## config.mk

```make
export PLATFORM = sky130hd
export DESIGN_NAME = fetch_unit_flat
export DESIGN_NICKNAME = d
export VERILOG_FILES = /design/src/rtl/fetch_unit_pkg.sv /design/src/rtl/fetch_unit_if.sv /design/src/rtl/fetch_unit_rom.sv /design/src/rtl/fetch_unit.sv /design/src/flat_wrapper.sv
export SDC_FILE = /design/constraint.sdc
export NUM_CORES = 1
export LEC_CHECK = 0
export ABC_AREA = 1
export BUFFER_PORTS_ARGS = -buffer_cell sky130_fd_sc_hd__clkbuf_2
export CAP_MARGIN = 20
export CORE_ASPECT_RATIO = 1.1
export CORE_MARGIN = 5
export CORE_UTILIZATION = 52
export DETAILED_ROUTE_END_ITERATION = 6
export GPL_ROUTABILITY_DRIVEN = 1
export PLACE_DENSITY = 0.86
export SYNTH_ARGS = -nofsm -noshare
export SYNTH_HDL_FRONTEND = slang
export SYNTH_HIERARCHICAL = 1
export SYNTH_SLANG_ARGS = --single-unit
```

## constraint.sdc

```tcl
create_clock -name clk -period 1.55 [get_ports clk]
set_input_delay 0.3875 -clock clk [delete_from_list [all_inputs] [get_ports clk]]
set_output_delay 0.3875 -clock clk [all_outputs]
set_load 0.02 [all_outputs]
```

## src/rtl/fetch_unit_pkg.sv

```systemverilog
// cpu_pkg: opcodes, fetch_unit state encoding and default program.
// Shared by fetch_unit, program_rom and the bench.
package cpu_pkg;

  localparam logic [2:0] OP_NOP    = 3'd0;
  localparam logic [2:0] OP_LOADX  = 3'd1;
  localparam logic [2:0] OP_ADD    = 3'd2;
  localparam logic [2:0] OP_SUB    = 3'd3;
  localparam logic [2:0] OP_SHR    = 3'd4;
  localparam logic [2:0] OP_STOREZ = 3'd5;
  localparam logic [2:0] OP_CLR    = 3'd6;
  localparam logic [2:0] OP_HALT   = 3'd7;

  localparam logic [1:0] FU_IDLE    = 2'd0;
  localparam logic [1:0] FU_FETCH   = 2'd1;
  localparam logic [1:0] FU_PRESENT = 2'd2;
  localparam logic [1:0] FU_HALTED  = 2'd3;

  // Entry 0 is the rightmost; program computes Z = (6+4)/2.
  localparam logic [15:0][6:0] DEFAULT_PROG = {
    {9{OP_NOP, 4'd0}},
    {OP_STOREZ, 4'd0},
    {OP_SHR, 4'd0},
    {OP_ADD, 4'd0},
    {OP_LOADX, 4'd4},
    {OP_ADD, 4'd0},
    {OP_LOADX, 4'd6},
    {OP_CLR, 4'd0}
  };

endpackage

```

## src/rtl/fetch_unit_if.sv

```systemverilog
// fetch_unit_if: instruction valid/ready handshake bundle.
// master = fetch_unit, slave = control unit.
interface fetch_unit_if #(
  parameter int OP_W   = 3,
  parameter int DATA_W = 4
);
  logic              instr_valid;
  logic              instr_ready;
  logic [OP_W-1:0]   opcode;
  logic [DATA_W-1:0] operand;

  modport master (
    output instr_valid, opcode, operand,
    input  instr_ready
  );

  modport slave (
    input  instr_valid, opcode, operand,
    output instr_ready
  );
endinterface

```

## src/rtl/fetch_unit_rom.sv

```systemverilog
// program_rom: combinational {opcode, operand} lookup by pc.
// Addresses at or beyond PROG_LEN read NOP/0.
module program_rom
  import cpu_pkg::*;
#(
  parameter int PROG_LEN = 7,
  parameter int PC_W     = 4,
  parameter int OP_W     = 3,
  parameter int DATA_W   = 4,
  parameter logic [2**PC_W-1:0][OP_W+DATA_W-1:0] PROG = DEFAULT_PROG
) (
  input  logic [PC_W-1:0]   addr_i,
  output logic [OP_W-1:0]   op_o,
  output logic [DATA_W-1:0] imm_o
);

  // ROM read, masked past the program end
  always_comb begin
    {op_o, imm_o} = '0;
    if (int'(addr_i) < PROG_LEN) begin
      {op_o, imm_o} = PROG[addr_i];
    end
  end

endmodule

```

## src/rtl/fetch_unit.sv

```systemverilog
// fetch_unit: pc + program ROM, one instruction per valid/ready.
// Optional HALTED state enabled by `define FETCH_UNIT_HALT_EN.
module fetch_unit
  import cpu_pkg::*;
#(
  parameter int PROG_LEN = 7,
  parameter int PC_W     = 4,
  parameter int OP_W     = 3,
  parameter int DATA_W   = 4,
  parameter logic [2**PC_W-1:0][OP_W+DATA_W-1:0] PROG = DEFAULT_PROG
) (
  input  logic            clk,
  input  logic            rst_n,
  input  logic            start,
  fetch_unit_if.master    bus,
  output logic [PC_W-1:0] pc,
  output logic            wrap,
  output logic            busy,
  output logic            halted
);

  logic [1:0]        state_q, state_d;
  logic [PC_W-1:0]   pc_q, pc_d;
  logic [OP_W-1:0]   op_q, op_d, rom_op;
  logic [DATA_W-1:0] imm_q, imm_d, rom_imm;
  logic              wrap_q, wrap_d;
  logic              last;

  program_rom #(
    .PROG_LEN(PROG_LEN),
    .PC_W(PC_W),
    .OP_W(OP_W),
    .DATA_W(DATA_W),
    .PROG(PROG)
  ) u_rom (
    .addr_i(pc_q),
    .op_o(rom_op),
    .imm_o(rom_imm)
  );

  assign last = pc_q == PC_W'(PROG_LEN - 1);

  // Next state: fetch latches ROM, present waits for accept
  always_comb begin
    state_d = state_q;
    pc_d    = pc_q;
    op_d    = op_q;
    imm_d   = imm_q;
    wrap_d  = 1'b0;
    unique case (state_q)
      FU_IDLE: begin
        if (start) state_d = FU_FETCH;
      end
      FU_FETCH: begin
        op_d    = rom_op;
        imm_d   = rom_imm;
        state_d = FU_PRESENT;
      end
      FU_PRESENT: begin
        if (bus.instr_ready) begin
          pc_d    = last ? '0 : pc_q + PC_W'(1);
          wrap_d  = last;
          state_d = FU_FETCH;
`ifdef FETCH_UNIT_HALT_EN
          if (op_q == OP_W'(OP_HALT)) state_d = FU_HALTED;
`endif
        end
      end
`ifdef FETCH_UNIT_HALT_EN
      FU_HALTED: begin
        if (start) state_d = FU_FETCH;
      end
`endif
      default: state_d = FU_IDLE;
    endcase
  end

  // State and datapath registers
  always_ff @(posedge clk or negedge rst_n) begin
    if (!rst_n) begin
      state_q <= FU_IDLE;
      pc_q    <= '0;
      op_q    <= '0;
      imm_q   <= '0;
      wrap_q  <= 1'b0;
    end else begin
      state_q <= state_d;
      pc_q    <= pc_d;
      op_q    <= op_d;
      imm_q   <= imm_d;
      wrap_q  <= wrap_d;
    end
  end

  assign bus.instr_valid = state_q == FU_PRESENT;
  assign bus.opcode      = op_q;
  assign bus.operand     = imm_q;
  assign pc              = pc_q;
  assign wrap            = wrap_q;
  assign busy            = (state_q == FU_FETCH)
                         | (state_q == FU_PRESENT);
`ifdef FETCH_UNIT_HALT_EN
  assign halted = state_q == FU_HALTED;
`else
  assign halted = 1'b0;
`endif

endmodule

```

## src/flat_wrapper.sv

```systemverilog
// flat-port wrapper written by rule: the top's interface ports become plain ports
module fetch_unit_flat import cpu_pkg::*;
#(
  parameter int PROG_LEN = 7,
  parameter int PC_W     = 4,
  parameter int OP_W     = 3,
  parameter int DATA_W   = 4,
  parameter logic [2**PC_W-1:0][OP_W+DATA_W-1:0] PROG = DEFAULT_PROG
)
  (clk, rst_n, start, pc, wrap, busy, halted, bus_instr_valid, bus_opcode, bus_operand, bus_instr_ready);
  fetch_unit_if #(.OP_W(OP_W), .DATA_W(DATA_W)) bus_i ();
  input  logic clk;
  input  logic rst_n;
  input  logic start;
  output logic [PC_W-1:0] pc;
  output logic wrap;
  output logic busy;
  output logic halted;
  output wire logic [$bits(bus_i.instr_valid)-1:0] bus_instr_valid;
  output wire logic [$bits(bus_i.opcode)-1:0] bus_opcode;
  output wire logic [$bits(bus_i.operand)-1:0] bus_operand;
  input wire logic [$bits(bus_i.instr_ready)-1:0] bus_instr_ready;
  assign bus_instr_valid = bus_i.instr_valid;
  assign bus_opcode = bus_i.opcode;
  assign bus_operand = bus_i.operand;
  assign bus_i.instr_ready = bus_instr_ready;
  fetch_unit #(.PROG_LEN(PROG_LEN), .PC_W(PC_W), .OP_W(OP_W), .DATA_W(DATA_W), .PROG(PROG)) u_core (.clk(clk), .rst_n(rst_n), .start(start), .bus(bus_i), .pc(pc), .wrap(wrap), .busy(busy), .halted(halted));
endmodule
```

==> results of run 1 <==
-- area by class of cell --
type	count	area, um^2	area share
flip-flops and latches	14	350	0.345
inverters	14	52.6	0.0517
well taps	17	21.3	0.0209
multi-input cells	65	438	0.431
repair buffers	20	118	0.116
clock buffers	4	36.3	0.0357
-- power by group --
group	switching, mW	internal (mW)
combinational	0.737	0.573
sequential	0.172	0.529
clock	0.119	0.143
total	1.03	1.24
-- worst max-delay path, stage by stage (launching register included) --
cell and delay [ps]:
sky130_fd_sc_hd__dfrtp_1 440, sky130_fd_sc_hd__inv_2 80, sky130_fd_sc_hd__ha_4 270, sky130_fd_sc_hd__buf_8 100
-- worst max-delay path by stage --
stage,from,to,slack [ps],depth (start not counted)
after floorplan,u_core/pc[0],u_core/bus.opcode[1],60,7
after global placement,u_core/pc[1],u_core/bus.opcode[1],230,7
after detailed placement,u_core/state_q[1],u_core/bus.opcode[2],200,3
after CTS,u_core/state_q[1],busy,-20,3
after global routing,u_core/state_q[1],busy,-50,3
final,u_core/state_q[1],busy,-7,3
-- cells by family (layout without fill, tap and decap cells) --
logic type,Yosys count,in the layout,share of synthesized area
multiplexers,7,7,0.0932
other,2,3,0.00888
buffers and inverters,18,38,0.102
flip-flops,14,14,0.414
AO/OA/AOI/OAI,7,7,0.0444
adder cells (fa/ha/maj),9,9,0.133
AND/OR/NAND/NOR,39,39,0.204
-- per-layer routing --
layer	up-vias	GRT usage	wire [um]
li1	329	-	-
met3	2	0.0313	94
met1	298	0.142	645
met5	-	0	0
met4	0	0.0942	34
met2	32	0.239	767
-- repair_timing --
action / CTS / global route
buffers inserted: 2 / 0
pin swaps: 0 / 1
setup endpoints to repair: 2 / 2
cloned: 0 / 0
hold endpoints to repair: 0 / 0
resized for setup: 4 / 4
-- cell usage after synthesis --
master	instances	area [um^2]
sky130_fd_sc_hd__inv_2	3	11.3
sky130_fd_sc_hd__buf_4	3	22.5
sky130_fd_sc_hd__nor2_1	7	26.3
sky130_fd_sc_hd__ha_1	9	113
sky130_fd_sc_hd__mux2_2	7	78.8
sky130_fd_sc_hd__nand2_1	21	78.8
sky130_fd_sc_hd__nand3b_1	1	7.51
sky130_fd_sc_hd__dfrtp_1	14	350
sky130_fd_sc_hd__buf_6	1	11.3
sky130_fd_sc_hd__nor2_2	3	18.8
sky130_fd_sc_hd__o21ai_1	1	5.00
sky130_fd_sc_hd__nand2_2	5	31.3
sky130_fd_sc_hd__inv_1	11	41.3
sky130_fd_sc_hd__o21bai_1	1	7.51
sky130_fd_sc_hd__nand3_1	2	10.0
sky130_fd_sc_hd__a21oi_1	2	10.0
sky130_fd_sc_hd__conb_1	2	7.51
sky130_fd_sc_hd__o21ai_0	3	15.0
-- sequential cells by signal, indices dropped and copies added (netlist names) --
name / cells
u_core/bus.operand: 4
u_core/wrap: 1
u_core/pc: 4
u_core/state_q: 2
u_core/bus.opcode: 3
==> out/metrics.csv, run 1 <==
metric;value;unit
antenna fix cells;0;
final antenna-violating net count;0;
outcome;finished, violations left;
Reg2Reg Setup Slack;90;ps
Layout Cells excl Fill;134;
synthesized netlist cell count;96;
TritonCTS clock tree;yes;
starting density of the core;0.543;
Post-Syn Area per Cell;8.81;um^2
final hold violations;2;
number of buffers created by CTS;3;
fillers;123;
number of detailed-route iterations in the first pass;4;
final layout net count;131;
share of the yosys chip area belonging to registers;0.414;
Initial DRC Count;14;
Die H;52.3;um
Max Buffers Root-to-Sink;2;
count of H-tree levels built during CTS;1;
gr usage total;0.135;
post-synthesis sequential element count;14;
final-report setup violation count;1;
Max IR drop VDD;1100;uV
final weighted congestion of routability-driven global placement;0.760;
Placement Setup Slack;205;ps
final worst slack;-7.04;ps
RSZ-0062 raised after global routing;true;
worst setup path class;flop to output port;
post-route core utilization;0.652;
peak clock frequency supported by timing;0.642;GHz
final slew viol count;0;
Critical Path Start Type;flop;
number of instances in the placed design;128;
aggregate global routing overflow;0;
total of warnings raised by yosys;6;
layout cell share with drive strength beyond 1;0.393;
Power Density;2240;nW/um^2
cts-stage hold buffer count;0;
Worst-path clk slew;90;ps
Min-Delay Path Class;input pin to asynchronous set/reset pin;
Cell variety after synth;18;
design area;1020;um^2
final total power;2.27;mW
DRC viols;0;
die boundary width;48.5;um
average wire per cell in the routed design;11.5;um
Floorplan Core Area;1560;um^2
insertion delay of the later-clocked pin in the worst-skew pair;280;ps
final setup TNS;-7.04;ps
total wire length after detailed routing;1540;um
combined area of all synthesized cells;846;um^2
Top Ports;19;
violations in the final reports;hold timing, setup timing;
pin count of the biggest net entering global routing;15;
reg-to-reg endpoint;u_core/bus.opcode[2];
minimum period implied by the final worst setup slack;1560;ps
standard-cell row count;15;
Vias;661;
Port-buffer cells;17;
cell chosen for the clock root;sky130_fd_sc_hd__clkbuf_4;
wire length of the first global-routing pass;2620;um
critical path fanouts, max;4;
RR Startpoint;u_core/state_q[1];
most frequent standard cell in the layout excluding fill and tap cells;sky130_fd_sc_hd__nand2_1;
final HPWL from detailed placement;1110;um
final period utilization;1.00;
ratio of routed vias to standard cells;4.93;
critical path endpoint category;output port;
post-detailed-placement cell area;930;um^2
CTS Sinks;14;
worst reg-to-reg path cell count;4;
Worst Clk Skew;2.42;ps
# Max-Cap Violations;0;
via count of the first global-routing pass;629;
critical path data arrival time;1170;ps
synth-to-layout area growth;20.1;%
required time at the endpoint of the critical path;1160;ps
Hold Worst Slack;-0.525;ps
number of antenna violations at the first check in global routing;0;
highest-count cells in the layout ignoring fill and taps;21 x sky130_fd_sc_hd__nand2_1, 16 x sky130_fd_sc_hd__clkbuf_2, 14 x sky130_fd_sc_hd__dfrtp_1;
area enclosed by the die boundary;2530;um^2
Static Leak;0.555;nW
Power figures use the tool's default switching activity.
==> run 2: changes to the inputs <==
Settings changed: ABC_AREA 1 to not set, CORE_UTILIZATION 52 to 51, PLACE_DENSITY 0.86 to 0.85.
==> run 2 against run 1 <==
Effect of this change: the flow now finishes without violations; area after synthesis fell by 5.0%; total power down 4.7%; sequential power down 3.6%; largest power group unchanged; sequential cell count unchanged; maximum frequency up 1.7%.
==> out/metrics.csv, run 2 <==
metric;value;unit;change
synthesized netlist cell count;75;;-22%
layout cell share with drive strength beyond 1;0.418;;+0.0252
final slew viol count;0;;unchanged
RSZ-0062 raised after global routing;true;;
aggregate global routing overflow;0;;unchanged
Critical Path Start Type;flop;;
critical path fanouts, max;4;;unchanged
highest-count cells in the layout ignoring fill and taps;15 x sky130_fd_sc_hd__clkbuf_2, 13 x sky130_fd_sc_hd__dfrtp_1, 8 x sky130_fd_sc_hd__mux2_2;;
Layout Cells excl Fill;115;;-14%
starting density of the core;0.522;;-0.0210
ratio of routed vias to standard cells;5.08;;+2.9%
required time at the endpoint of the critical path;1160;ps;about the same
share of total power consumed by net switching;0.417;;-0.0355
Post-Syn Area per Cell;10.7;um^2;+22%
minimum period implied by the final worst setup slack;1530;ps;-25.7 ps
number of detailed-route iterations in the first pass;4;;unchanged
number of antenna violations at the first check in global routing;0;;unchanged
standard-cell row count;15;;unchanged
TritonCTS clock tree;yes;;
CTS Sinks;14;;unchanged
Vias;584;;-12%
insertion delay of the later-clocked pin in the worst-skew pair;270;ps;about the same
Max IR drop VDD;1110;uV;+0.79%
Synth async-reset ratio;1.00;;unchanged
wire length of the first global-routing pass;2430;um;-7.4%
die boundary width;47.8;um;-1.3%
cell chosen for the clock root;sky130_fd_sc_hd__clkbuf_4;;
dominant register cell in the synthesized netlist;sky130_fd_sc_hd__dfrtp_1;;
cell with the most instances after synthesis;sky130_fd_sc_hd__dfrtp_1;;
largest stage delay on the critical path;400;ps;-40 ps
via count of the first global-routing pass;591;;-6.0%
number of buffers created by CTS;3;;unchanged
average wire per cell in the routed design;12.6;um;+9.7%
worst setup path class;flop to output port;;
total of warnings raised by yosys;6;;unchanged
largest family of logic cells by synthesized area;simple AND/OR/NAND/NOR gates;;
clock network fraction of total power;0.116;;about the same
most frequent cells after synthesis;14 x sky130_fd_sc_hd__dfrtp_1, 9 x sky130_fd_sc_hd__ha_1, 8 x sky130_fd_sc_hd__mux2_2, 5 x sky130_fd_sc_hd__inv_1;;
final antenna-violating net count;0;;unchanged
final period utilization;0.988;;-0.0166
gr usage total;0.136;;+0.00103
critical path endpoint category;output port;;
critical path's slowest cell;sky130_fd_sc_hd__dfrtp_1;;
total wire length after detailed routing;1450;um;-5.8%
net load switching power;0.902;mW;-12%
pin count of the biggest net entering global routing;15;;unchanged
Cell variety after synth;26;;+8
outcome;completed;;
simple-gate share of the synthesized area;0.168;;-0.0359
most frequent standard cell in the layout excluding fill and tap cells;sky130_fd_sc_hd__clkbuf_2;;
cell type with the highest aggregate area in the netlist;sky130_fd_sc_hd__dfrtp_1;;
synthesized-area fraction occupied by xor and xnor cells;0.0109;;+0.0109
Die H;51.6;um;-1.3%
logic gate share of total power;0.572;;-0.005
Power Density;2200;nW/um^2;-1.8%
design area;986;um^2;-3.0%
critical path data arrival time;1140;ps;-30 ps
Min-Delay Path Class;input pin to asynchronous set/reset pin;;
largest cells by area after synthesis;sky130_fd_sc_hd__dfrtp_1 44%, sky130_fd_sc_hd__ha_1 14%, sky130_fd_sc_hd__mux2_2 11%, sky130_fd_sc_hd__buf_4 2.8%, sky130_fd_sc_hd__o21ai_0 2.5%;;
Floorplan Core Area;1540;um^2;-1.2%
final layout net count;112;;-15%
proportion of synthesized area in mux cells;0.112;;+0.0190
Max Buffers Root-to-Sink;2;;unchanged
Static Leak;0.503;nW;-9.5%
compound-gate portion of the synthesized area;0.0670;;+0.0226
final weighted congestion of routability-driven global placement;0.787;;+3.5%
Top Ports;19;;unchanged
final hold violations;0;;-2
post-detailed-placement cell area;911;um^2;-2.0%
count of H-tree levels built during CTS;1;;unchanged
Port-buffer cells;17;;unchanged
synth-to-layout area growth;22.7;%;
number of synthesized flops with an enable pin;0;;unchanged
sum of buffers and inverters on the critical path;2;;unchanged
Worst-path clk slew;80;ps;about the same
combined area of all synthesized cells;803;um^2;-5.0%
post-synth top area share;0.436;;+0.0219
Worst Clk Skew;5.00;ps;+2.58 ps
post-synthesis sequential element count;14;;unchanged
Initial DRC Count;5;;-9
area enclosed by the die boundary;2470;um^2;-2.5%
antenna fix cells;0;;unchanged
fillers;137;;+11%
internal cell power;1.26;mW;+1.5%
share of the yosys chip area belonging to registers;0.436;;+0.0219
final HPWL from detailed placement;1110;um;-0.20%
peak clock frequency supported by timing;0.653;GHz;+1.7%
DRC viols;0;;unchanged
# Max-Cap Violations;0;;unchanged
fraction of the mapped netlist area in adder cells;0.140;;+0.00705
chain of cells forming the critical path;inv_2 -> ha_2 -> clkbuf_4;;
critical path's top delay family;flip-flops;;
proportion of power drawn by flip-flops and latches;0.312;;+0.004
number of instances in the placed design;109;;-15%
final-report setup violation count;0;;-1
## run 2: cell count changes after synthesis, sizes merged, moves of 2 or more
cell	change
inv	-9
a21o	+2
nor2b	+3
nor3	+2
nand2	-23
nor2	-6
## run 2: cell type report
type / count / area [um^2] / area share
flip-flops and latches: 14 / 352 / 0.357
inverters: 5 / 18.8 / 0.0190
clock buffers: 4 / 36.3 / 0.0368
repair buffers: 22 / 131 / 0.133
well taps: 17 / 21.3 / 0.0216
multi-input cells: 53 / 427 / 0.433
## run 2: per-layer routing
layer	global-route usage	part of all wire	vias up
met5	0	0	-
met4	0.0538	0.0083	0
met3	0.0346	0.053	2
met2	0.227	0.53	13
met1	0.162	0.41	274
li1	-	-	295
## run 2: worst paths after layout
check | start | slack (ps) | end | cells past startpoint
min in group clk | bus_instr_ready | 420 | u_core/pc[2] | 3
max in group asynchronous | rst_n | 1270 | u_core/pc[0] | 1
worst max-delay path | u_core/state_q[0] | 20 | bus_instr_valid | 3
worst max register to register | u_core/state_q[0] | 80 | u_core/wrap | 6
worst min register to register | u_core/bus.operand[1] | 510 | u_core/bus.operand[1] | 1
worst min-delay path | rst_n | 5 | u_core/bus.operand[1] | 1
## run 2: what timing repair did
item,CTS,global route
setup endpoints to repair,2,3
endpoints found under the hold margin,0,0
hold buffers,0,0
setup buffers,2,0
pin swaps,0,1
resized for setup,2,6
## run 2: power groups by stage
stage | Clock, mW | Combinational [mW] | Sequential [mW]
global route | 0.286 | 1.38 | 0.700
detailed placement | 0 | 1.12 | 0.691
floorplan | 0 | 0.604 | 0.848
finish | 0.252 | 1.24 | 0.675
CTS | 0.260 | 1.18 | 0.676
global placement | 0 | 1.07 | 0.675
## run 2: logic make-up after synthesis
| family | after synthesis |
|---|---|
| AND/OR/NAND/NOR | 23 |
| flip-flops | 14 |
| adder cells (fa/ha/maj) | 9 |
| AO/OA/AOI/OAI | 9 |
| buffers and inverters | 9 |
| multiplexers | 8 |
| other | 2 |
| XOR/XNOR | 1 |
## run 2: metrics by stage
step           setup WS (ps)  power, mW  hold slack, ps   util  TNS [ps]
3_5_place_dp            23.0       1.81             310  0.592         0
5_1_grt                -27.1       2.36            16.2  0.641     -45.9
2_1_floorplan           13.6       1.45            91.9      -         0
6_report                18.7       2.17            4.96  0.641         0
3_3_place_gp             130       1.75             304  0.592         0
4_1_cts                -8.91       2.11            8.44  0.627     -17.7
==> run 3: changes to the inputs <==
Settings changed: CORE_UTILIZATION 51 to 50, PLACE_DENSITY 0.85 to 0.84.
==> run 3 against run 2 <==
Effect of this change: first-iteration DRC count is 20% lower; combinational power is 6% higher; clock power hardly changed; die area is 1.6% higher; final area is 2.9% higher; critical path depth stayed put; total power is 3.7% higher; worst hold slack worse by 3.3 ps; sequential share of layout area is 1.0 points lower; cell count is 0.87% higher; maximum frequency is 2.4% higher; critical path type unchanged; critical endpoint is now busy; highest routed layer unchanged.
==> out/metrics.csv, run 3 (synthesis gave the netlist of run 2 again) <==
metric;value;unit;change
critical path data arrival time;1110;ps;-30 ps
RR Startpoint;u_core/state_q[1];;
die boundary width;48.2;um;+0.78%
starting density of the core;0.522;;unchanged
ratio of routed vias to standard cells;5.24;;+3.2%
cell chosen for the clock root;sky130_fd_sc_hd__clkbuf_4;;
Min-Delay Path Class;input pin to asynchronous set/reset pin;;
final hold violations;0;;unchanged
DRC viols;0;;unchanged
sum of buffers and inverters on the critical path;2;;unchanged
gr usage total;0.142;;+0.00569
critical path endpoint category;output port;;
chain of cells forming the critical path;inv_2 -> ha_4 -> buf_6;;
synth-to-layout area growth;26.3;%;
fillers;135;;-1.5%
critical path's slowest cell;sky130_fd_sc_hd__dfrtp_1;;
Vias;608;;+4.1%
worst reg-to-reg path cell count;5;;-1
Initial DRC Count;4;;-1
peak clock frequency supported by timing;0.668;GHz;+2.4%
Max IR drop VDD;1390;uV;+26%
antenna fix cells;0;;unchanged
final antenna-violating net count;0;;unchanged
via count of the first global-routing pass;579;;-2.0%
final layout net count;113;;+0.89%
final weighted congestion of routability-driven global placement;0.785;;-0.22%
insertion delay of the later-clocked pin in the worst-skew pair;270;ps;about the same
outcome;completed;;
area enclosed by the die boundary;2510;um^2;+1.6%
Top Ports;19;;unchanged
most frequent standard cell in the layout excluding fill and tap cells;sky130_fd_sc_hd__clkbuf_2;;
pin count of the biggest net entering global routing;15;;unchanged
number of buffers created by CTS;3;;unchanged
standard-cell row count;15;;unchanged
critical path fanouts, max;3;;-1
critical path's top delay family;flip-flops;;
wire length of the first global-routing pass;2490;um;+2.6%
Worst Clk Skew;4.69;ps;-0.312 ps
average wire per cell in the routed design;13.3;um;+5.0%
number of detailed-route iterations in the first pass;4;;unchanged
RSZ-0062 raised after global routing;true;;
required time at the endpoint of the critical path;1160;ps;about the same
final slew viol count;0;;unchanged
Port-buffer cells;17;;unchanged
final-report setup violation count;0;;unchanged
Reg2Reg Setup Slack;70;ps;about the same
count of H-tree levels built during CTS;1;;unchanged
Die H;52.0;um;+0.80%
minimum period implied by the final worst setup slack;1500;ps;-35.4 ps
CTS Sinks;14;;unchanged
aggregate global routing overflow;0;;unchanged
layout cell share with drive strength beyond 1;0.424;;+0.00588
Worst-path clk slew;80;ps;about the same
number of antenna violations at the first check in global routing;0;;unchanged
cts-stage hold buffer count;0;;unchanged
final total power;2.24;mW;+3.7%
highest-count cells in the layout ignoring fill and taps;15 x sky130_fd_sc_hd__clkbuf_2, 13 x sky130_fd_sc_hd__dfrtp_1, 8 x sky130_fd_sc_hd__mux2_2;;
reg-to-reg endpoint;u_core/state_q[0];;
final HPWL from detailed placement;1130;um;+2.4%
Static Leak;0.512;nW;+1.9%
Floorplan Core Area;1540;um^2;unchanged
final period utilization;0.965;;-0.0229
worst setup path class;flop to output port;;
Max Buffers Root-to-Sink;2;;unchanged
largest stage delay on the critical path;390;ps;about the same
total wire length after detailed routing;1540;um;+5.9%
# Max-Cap Violations;0;;unchanged
Power Density;2210;nW/um^2;+0.73%
Critical Path Start Type;flop;;
Hold Worst Slack;1.61;ps;-3.35 ps
TritonCTS clock tree;yes;;
run 3: report_power, final:
part / leakage, nW / total, mW / internal, mW / switching, mW
sequential: 0.174 / 0.672 / 0.526 / 0.146
combinational: 0.317 / 1.32 / 0.640 / 0.677
clock: 0.0210 / 0.255 / 0.143 / 0.113
total: 0.512 / 2.24 / 1.31 / 0.935
run 3: routing by layer:
| metal | part of all wire | GRT usage |
|---|---|---|
| met1 | 0.42 | 0.177 |
| met2 | 0.50 | 0.217 |
| met3 | 0.066 | 0.0311 |
| met4 | 0.0078 | 0.0807 |
| met5 | 0 | 0 |
run 3: repair_timing:
action,in CTS,in global routing
gates resized for setup,4,9
endpoints found under the setup margin,1,4
buffers inserted,1,1
pin swaps,0,2
run 3: worst max-delay path by stage:
stage | start | slack, ps | to | cells past startpoint
2_1_floorplan | u_core/state_q[0] | 10 | u_core/state_q[0] | 5
3_3_place_gp | u_core/pc[0] | 150 | u_core/bus.opcode[1] | 5
3_5_place_dp | u_core/state_q[1] | 110 | u_core/state_q[1] | 5
4_1_cts | u_core/state_q[1] | -10 | bus_instr_valid | 3
5_1_grt | u_core/state_q[0] | -20 | busy | 3
6_report | u_core/state_q[0] | 50 | busy | 3
run 3: area by class of cell:
type                       instances  area (um^2)  share of cell area
sequential                        14          352               0.346
tap                               17         21.3              0.0210
timing repair buffer              23          150               0.148
inverter                           5         18.8              0.0185
clock buffer                       4         36.3              0.0358
multi-input combinational         53          437               0.430
run 3: worst reg2reg max path, stage by stage, from the launching register on:
cell                      delay (ps)
sky130_fd_sc_hd__dfrtp_1         410
sky130_fd_sc_hd__buf_6           140
sky130_fd_sc_hd__ha_4            170
sky130_fd_sc_hd__nor2b_1         140
sky130_fd_sc_hd__or4_1           480
sky130_fd_sc_hd__o21ai_1          90
run 3: metrics by stage:
step                area (um^2)  setup WS (ps)  utilization  TNS (ps)  cells
floorplan                   808           13.6            -         0     76
global placement            918            147        0.597         0    110
detailed placement          918            105        0.597         0    110
CTS                         973          -12.3        0.633     -12.3    115
global route               1010          -22.7        0.659     -59.3    116
finish                     1010           54.1        0.659         0    116
